--- config.mk ---
export PLATFORM = sky130hd
export DESIGN_NAME = lsu_mem_stage
export DESIGN_NICKNAME = d
export VERILOG_FILES = /design/src/rtl/lsu_mem_stage_pkg.sv /design/src/rtl/lsu_mem_stage_align.sv /design/src/rtl/lsu_mem_stage.sv
export SDC_FILE = /design/constraint.sdc
export NUM_CORES = 1
export LEC_CHECK = 0
export BUFFER_PORTS_ARGS = -buffer_cell sky130_fd_sc_hd__buf_2
export CORE_UTILIZATION = 30
export DETAILED_ROUTE_END_ITERATION = 10
export PLACE_DENSITY_LB_ADDON = 0.15
export SKIP_CTS_REPAIR_TIMING = 1
export SYNTH_ARGS = -nofsm -noshare
export SYNTH_HDL_FRONTEND = slang
export SYNTH_SLANG_ARGS = --single-unit
--- constraint.sdc ---
create_clock -name clk -period 2.33 [get_ports clk]
set_input_delay 0.3495 -clock clk [delete_from_list [all_inputs] [get_ports clk]]
set_output_delay 0.3495 -clock clk [all_outputs]
set_load 0.05 [all_outputs]
--- src/rtl/lsu_mem_stage_pkg.sv ---
// lsu_mem_stage_pkg: shared memory-access width, error code and LSU state types
package lsu_mem_stage_pkg;

    typedef enum logic [2:0] {BYTE, HALF, WORD, UBYTE, UHALF} mem_dt_e;

    typedef enum logic [1:0] {ENOERR, EALIGN, ETIMEOUT} errno_e;

    typedef enum logic [1:0] {IDLE, REQ, WAIT} lsu_state_e;

    localparam int CNT_W = 8;

endpackage

--- src/rtl/lsu_mem_stage_align.sv ---
// lsu_mem_stage_align: store lane/strobe generation, load lane extraction and extension, misalignment detect
//   m_dt, addr[1:0]  access width and byte offset
//   m_wd             LSB-justified store data
//   resp_rdata       raw read word from the bus
//   wstrb, wdata     byte enables and replicated store data
//   rdata            sign/zero-extended load result
//   misaligned       access crosses its natural boundary
module lsu_mem_stage_align
    import lsu_mem_stage_pkg::*;
(
    input  mem_dt_e     m_dt,
    input  logic [1:0]  addr,
    input  logic [31:0] m_wd,
    input  logic [31:0] resp_rdata,
    output logic [3:0]  wstrb,
    output logic [31:0] wdata,
    output logic [31:0] rdata,
    output logic        misaligned
);

    logic        is_b;
    logic        is_h;
    logic [15:0] lane;

    assign is_b = m_dt == BYTE || m_dt == UBYTE;
    assign is_h = m_dt == HALF || m_dt == UHALF;

    always_comb begin
        lane       = 16'(resp_rdata >> {addr, 3'b000});
        wstrb      = is_b ? 4'b0001 << addr : is_h ? (addr[1] ? 4'b1100 : 4'b0011) : 4'b1111;
        wdata      = is_b ? {4{m_wd[7:0]}} : is_h ? {2{m_wd[15:0]}} : m_wd;
        misaligned = is_h ? addr[0] : !is_b && addr != 2'b00;
        rdata      = m_dt == BYTE  ? {{24{lane[7]}}, lane[7:0]} :
                     m_dt == HALF  ? {{16{lane[15]}}, lane} :
                     m_dt == UBYTE ? {24'b0, lane[7:0]} :
                     m_dt == UHALF ? {16'b0, lane} : resp_rdata;
    end

endmodule

--- src/rtl/lsu_mem_stage.sv ---
// lsu_mem_stage: M-stage load/store unit driving a valid/ready data bus with response strobe
//   clk, rst (async, active-low)
//   m_en/m_we/m_addr/m_wd/m_dt   memory op from the M stage, held stable while stall=1
//   m_rd, done, err              load result and completion status
//   stall                        freeze IF..M while an access is outstanding
//   req_*                        bus request channel
//   resp_valid, resp_rdata       bus response
module lsu_mem_stage
    import lsu_mem_stage_pkg::*;
#(
    parameter int TIMEOUT = 255
) (
    input  logic        clk,
    input  logic        rst,
    input  logic        m_en,
    input  logic        m_we,
    input  logic [31:0] m_addr,
    input  logic [31:0] m_wd,
    input  mem_dt_e     m_dt,
    output logic [31:0] m_rd,
    output logic        done,
    output logic        stall,
    output errno_e      err,
    output logic        req_valid,
    input  logic        req_ready,
    output logic        req_we,
    output logic [31:0] req_addr,
    output logic [3:0]  req_wstrb,
    output logic [31:0] req_wdata,
    input  logic        resp_valid,
    input  logic [31:0] resp_rdata
);

    lsu_state_e       state;
    lsu_state_e       state_nx;
    logic [CNT_W-1:0] cnt;
    logic [3:0]       wstrb;
    logic [31:0]      ext;
    logic             mis;
    logic             tmo;

    lsu_mem_stage_align u_align (
        .m_dt       (m_dt),
        .addr       (m_addr[1:0]),
        .m_wd       (m_wd),
        .resp_rdata (resp_rdata),
        .wstrb      (wstrb),
        .wdata      (req_wdata),
        .rdata      (ext),
        .misaligned (mis)
    );

    assign tmo       = cnt >= CNT_W'(TIMEOUT);
    assign req_addr  = {m_addr[31:2], 2'b00};
    assign req_we    = m_we;
    assign req_wstrb = m_we ? wstrb : 4'b0000;

    // Outputs are gated by rst so an asynchronous reset idles the bus immediately,
    // even while the pipeline still presents m_en.
    always_comb begin
        state_nx  = state;
        req_valid = 1'b0;
        stall     = 1'b0;
        done      = 1'b0;
        err       = ENOERR;
        m_rd      = '0;
        if (rst) begin
            case (state)
                IDLE: begin
                    if (m_en && mis) begin
                        done = 1'b1;
                        err  = EALIGN;
                    end else if (m_en) begin
                        req_valid = 1'b1;
                        stall     = 1'b1;
                        state_nx  = req_ready ? WAIT : REQ;
                    end
                end
                REQ: begin
                    req_valid = 1'b1;
                    stall     = 1'b1;
                    state_nx  = req_ready ? WAIT : REQ;
                end
                WAIT: begin
                    if (resp_valid) begin
                        done     = 1'b1;
                        m_rd     = ext;
                        state_nx = IDLE;
                    end else if (tmo) begin
                        done     = 1'b1;
                        err      = ETIMEOUT;
                        state_nx = IDLE;
                    end else begin
                        stall = 1'b1;
                    end
                end
                default: state_nx = IDLE;
            endcase
        end
    end

    // cnt counts completed WAIT cycles; the abort fires once it reaches TIMEOUT,
    // so with TIMEOUT <= 255 it never wraps.
    always_ff @(posedge clk or negedge rst) begin
        if (!rst) begin
            state <= IDLE;
            cnt   <= '0;
        end else begin
            state <= state_nx;
            cnt   <= (state == WAIT && state_nx == WAIT) ? cnt + 1'b1 : '0;
        end
    end

endmodule

After elaboration in Yosys (flattened, before gate mapping)
Cells that the tools add are included.
{"block": "totals", "regBits": 10, "in_bits": 105, "out_inout_bits": 106, "elab_cells": 61}
{"block": "op_classes", "addsub": 1, "n_lt_le_gt_ge": 1, "eq_ne": 6, "shift": 2, "n_mux": 40, "n_reduce_logical": 9}
{"operator": "$mux W32", "n": 9}
{"operator": "$shr A32 B5 Y16", "n": 1}
{"operator": "$mux W2", "n": 9}
{"operator": "$mux W4", "n": 4}
{"operator": "$mux W1", "n": 12}
{"operator": "$add A8 B1 Y8 const B", "n": 1}
{"operator": "$ge A8 B8 Y1 const B", "n": 1}
{"operator": "$mux W8", "n": 1}
{"operator": "$pmux W2 S3", "n": 1}
{"operator": "$eq A2 B2 Y1 const B", "n": 2}
{"operator": "$pmux W1 S2", "n": 2}
{"operator": "$pmux W2 S2", "n": 1}
{"operator": "$shl A1 B2 Y4 const A", "n": 1}
{"operator": "$eq A3 B1 Y1 const B", "n": 1}
{"operator": "$eq A3 B2 Y1 const B", "n": 1}
{"operator": "$eq A3 B3 Y1 const B", "n": 1}
{"operator": "$logic_and A1 B1 Y1", "n": 3}
{"operator": "$logic_not A3 Y1", "n": 1}
{"operator": "$pmux W1 S3", "n": 1}
{"operator": "$eq A2 B1 Y1 const B", "n": 1}
{"operator": "$logic_not A2 Y1", "n": 1}
{"operator": "$logic_or A1 B1 Y1", "n": 2}
{"operator": "$reduce_bool A2 Y1", "n": 1}
{"operator": "$logic_not A1 Y1", "n": 1}

Logic depth before layout (Yosys ltp)
{"block": "logic_depth", "depth_word": 12, "mapped_depth": 7, "mapped_depth_nobuf": 4}

Cells and area by module
From an unflattened synthesis, not the netlist that was laid out.
{"block": "hier_totals", "cells_unflattened": 377, "hier_area_um2": 2516.2}
{"mod": "lsu_mem_stage_align", "instances": 1, "cells_per_inst": 242, "area_each_um2": 1440.1, "seq_area_each_um2": 0.0}
{"mod": "lsu_mem_stage", "instances": 1, "cells_per_inst": 135, "area_each_um2": 1076.0, "seq_area_each_um2": 250.2}

Worst setup path after synthesis
No wires, ideal clock.
{"block": "synth_timing", "path_kind": "input to output", "start": "input m_dt[0]", "end": "output done", "arrival_time_ps": 2958, "t_required_ps": 1980, "path_slack_ps": -977, "stages": 5, "n_path_buf": 1, "path_cell_list": "buf_2 maj3_1 o211ai_1 nor4_1 o21bai_1"}
{"block": "synth_between", "elab_chain_cells": 9, "word_cells_on_any_way": 13, "cone_classes": "eq/ne (3); mux (4); reduce/logical (6)"}
{"item": "start: declaration", "line": "lsu_mem_stage.sv:19", "text": "input mem_dt_e m_dt,"}
{"item": "$eq A3 B2 Y1 / $logic_not A3 Y1 (equally long branches)", "line": "lsu_mem_stage_align.sv:25", "text": "assign is_b = m_dt == BYTE || m_dt == UBYTE;"}
{"item": "$logic_or A1 B1 Y1", "line": "lsu_mem_stage_align.sv:25"}
{"item": "$logic_not A1 Y1", "line": "lsu_mem_stage_align.sv:32", "text": "misaligned = is_h ? addr[0] : !is_b && addr != 2'b00;"}
{"item": "$logic_and A1 B1 Y1", "line": "lsu_mem_stage_align.sv:32"}
{"item": "$mux W1 *", "line": "lsu_mem_stage_align.sv:32"}
{"item": "$logic_and A1 B1 Y1 *", "line": "lsu_mem_stage.sv:70", "text": "if (m_en && mis) begin"}
{"item": "$mux W1 *", "line": "lsu_mem_stage.sv:70"}
{"item": "$pmux W1 S2 *", "line": "lsu_mem_stage.sv:68", "text": "case (state)"}
{"item": "$mux W1 *", "line": "lsu_mem_stage.sv:67", "text": "if (rst) begin"}
{"item": "end: declaration", "line": "lsu_mem_stage.sv:21", "text": "output logic done,"}
Mark *: on every way between the ends. The rest lies on a longest branch, timed or not.

Worst setup path after layout
{"block": "layout_timing", "start": "register state[1]", "end": "output m_rd[9]"}
{"block": "layout_between", "elab_chain_cells": 3}
{"item": "start: declaration", "line": "lsu_mem_stage.sv:34", "text": "lsu_state_e state;"}
{"item": "start signal: assignment", "line": "lsu_mem_stage.sv:109", "text": "state <= state_nx;"}
{"item": "$eq A2 B2 Y1", "line": "lsu_mem_stage.sv:68"}
{"item": "$mux W32", "line": "lsu_mem_stage.sv:68"}
{"item": "$mux W32", "line": "lsu_mem_stage.sv:67"}
{"item": "end: declaration", "line": "lsu_mem_stage.sv:20", "text": "output logic [31:0] m_rd,"}
No other way between the ends.

==> qor.csv <==
metric,value,unit
fillers,893,
die_w,94.4,um
core_area,8260,sq um
wl,8870,um
slew_headroom,59.8,%
path_class,register to primary output,
cp-start-kind,register,
placed_cell_area,3190,sq um
synthFlopType,dfrtp_1,
final_cell_mix,"buf_2, a21oi_1, nor2_1, mux2_2, nand2_1",
firstDrtPassIters,4,
grt_pass1_vias,2562,
clkSinkCount,10,
placed_cells,556,
synthArstFlopShare,100,%
ys_ff_latch,10,
syn-cell-area,2560,sq um
design_area,3270,sq um
cts_tree,done,
die_h,94.4,um
drc_errors,0,
clock_path_buffers,2,
syn-instance-count,348,
critPathMaxFanout,7,
hpwl,6960,um
r2r_cells,4,
antenna_found_initial,0,
pin_count,211,
cp_data_arrival_time,1.86,ns
drive_above_1_share,48.9,%
timing.final.crit_share,95.0,%
finalSetupViolations,0,
multi_input_area,1860,sq um
num_rows,33,
rsz0062_at_grt,false,
yosys.area.top_type_share,12.0,%
final_nets,563,
gp_congestion,0.894,
wl_per_cell,15.8,um
yosys_warnings,0,
power_density,392,nW/um^2
end_kind,primary output,
ys_types,53,
grt_max_degree,23,
vias,2943,
slew_violations,0,
ff_latch_area,250,sq um
drt_iter0_drc,146,
cts-buffers-inserted,3,
worstPathRequired,1.98,ns
hold_viol,0,
p_total,1280,uW
min_period,2.21,ns
timing.hold.ws,0.130,ns
path_clk_slew,0.05,ns
cts-root-buf,clkbuf_8,
skew,0.00196,ns
yosysSeqAreaShare,9.76,%
ant_nets,0,
worst_skew_pair.late_latency,0.24,ns
vias_per_cell,5.25,
grtUsageTotal,18.3,%
htreeDepth,1,
postSynthAreaPerCell,7.37,sq um
max-vdd-ir-drop,0.381,mV
overflow,0,
yosysTopAreaCell,buf_4,
final_common_cell,buf_2,
grt_pass1_wl,13000,um
dieArea,8920,sq um
layoutNonFillerInstCount,561,
synthTopCellsByArea,"buf_4, mux2_2, dfrtp_1, a21oi_1, a22o_1",
power.leakage,0.00163,uW
status,finished clean,
portBuffers,148,
max_clock_freq,452,MHz
tightestPinTransition,0.599,ns
cap_violations,0,
n_antenna_cell,0,
synth_enable_flop_cells,0,
area_growth,27.4,%
start_util,31.0,%
hold_path.class,input pin to async pin,
[cells in the mapped netlist, types with 2 or more instances]
| cell type | number |
|---|---|
| buf_4 | 41 |
| a21oi_1 | 29 |
| nor2_1 | 28 |
| mux2_2 | 23 |
| nand2_1 | 23 |
| a22o_1 | 16 |
| o21ai_0 | 15 |
| buf_2 | 14 |
| inv_1 | 12 |
| nor3_2 | 11 |
| dfrtp_1 | 10 |
| mux2i_1 | 10 |
| clkbuf_1 | 9 |
| o22ai_1 | 9 |
| or3_1 | 9 |
| a21o_1 | 8 |
| a22oi_1 | 7 |
| a31o_1 | 7 |
| o221ai_1 | 7 |
| nor3_1 | 6 |
| nand3_1 | 5 |
| nor2b_1 | 5 |
| xor2_1 | 5 |
| and3_1 | 4 |
| or2_2 | 3 |
| buf_6 | 2 |
| nor4_1 | 2 |
| o211ai_1 | 2 |
| xnor2_1 | 2 |
[metrics by stage]
step	setup WS, ns	setup TNS, ns	utilization [%]
floorplan	-0.197	-0.814	-
global placement	0.177	0	38.7
detailed placement	0.160	0	38.7
CTS	-0.0192	-0.0342	39.3
global route	0.00721	0	39.6
finish	0.116	0	39.6
[per-layer routing]
metal  wire length, um  vias up  global-route usage (%)
li1                  -     1450                       -
met3               525        9                    2.17
met1              4060     1370                    25.5
met5                 0        -                       0
met2              4210      114                    30.2
met4                70        0                    3.72
[cells by family after synthesis]
| logic type | Yosys count | share of synthesized area [%] |
|---|---|---|
| other cells | 1 | 0.146 |
| buf+inv | 80 | 19.4 |
| mux | 36 | 15.9 |
| xor+xnor | 7 | 2.39 |
| flops | 10 | 9.76 |
| fa+ha+maj | 2 | 0.878 |
| compound gates | 111 | 30.5 |
| simple gates | 101 | 21.1 |
[sequential cells by signal (all words and copies together) (netlist names)]
name / flops
state: 2
cnt: 8
[cell type report]
cell class	count	area share (%)
Sequential cell	10	7.66
Timing Repair Buffer	170	28.3
Tap cell	105	4.02
Multi-Input combinational cell	259	56.9
Clock buffer	4	1.69
Inverter	13	1.49
[power breakdown]
part           internal [uW]  switching, uW  total (uW)
Sequential               183           16.0         199
Clock                    150           79.8         229
Combinational            279            575         854
Total                    612            670        1280
[worst max-delay path, stage by stage, from the launching register on]
cell and delay (ns):
dfrtp_1 0.44, nor2b_2 0.26, and3_1 0.23, and4_4 0.29, a31o_1 0.13, buf_2 0.26
[final timing paths]
kind                       startpoint  slack (ns)       end
setup / recovery             state[1]        0.12   m_rd[9]
hold / removal                    rst        0.13    cnt[6]
setup reg to reg               cnt[0]        0.69    cnt[6]
hold reg to reg                cnt[5]        0.54    cnt[5]
max in group asynchronous         rst        1.54    cnt[2]
min in group clk            req_ready        0.35  state[1]
(Power assumes the default switching activity.)
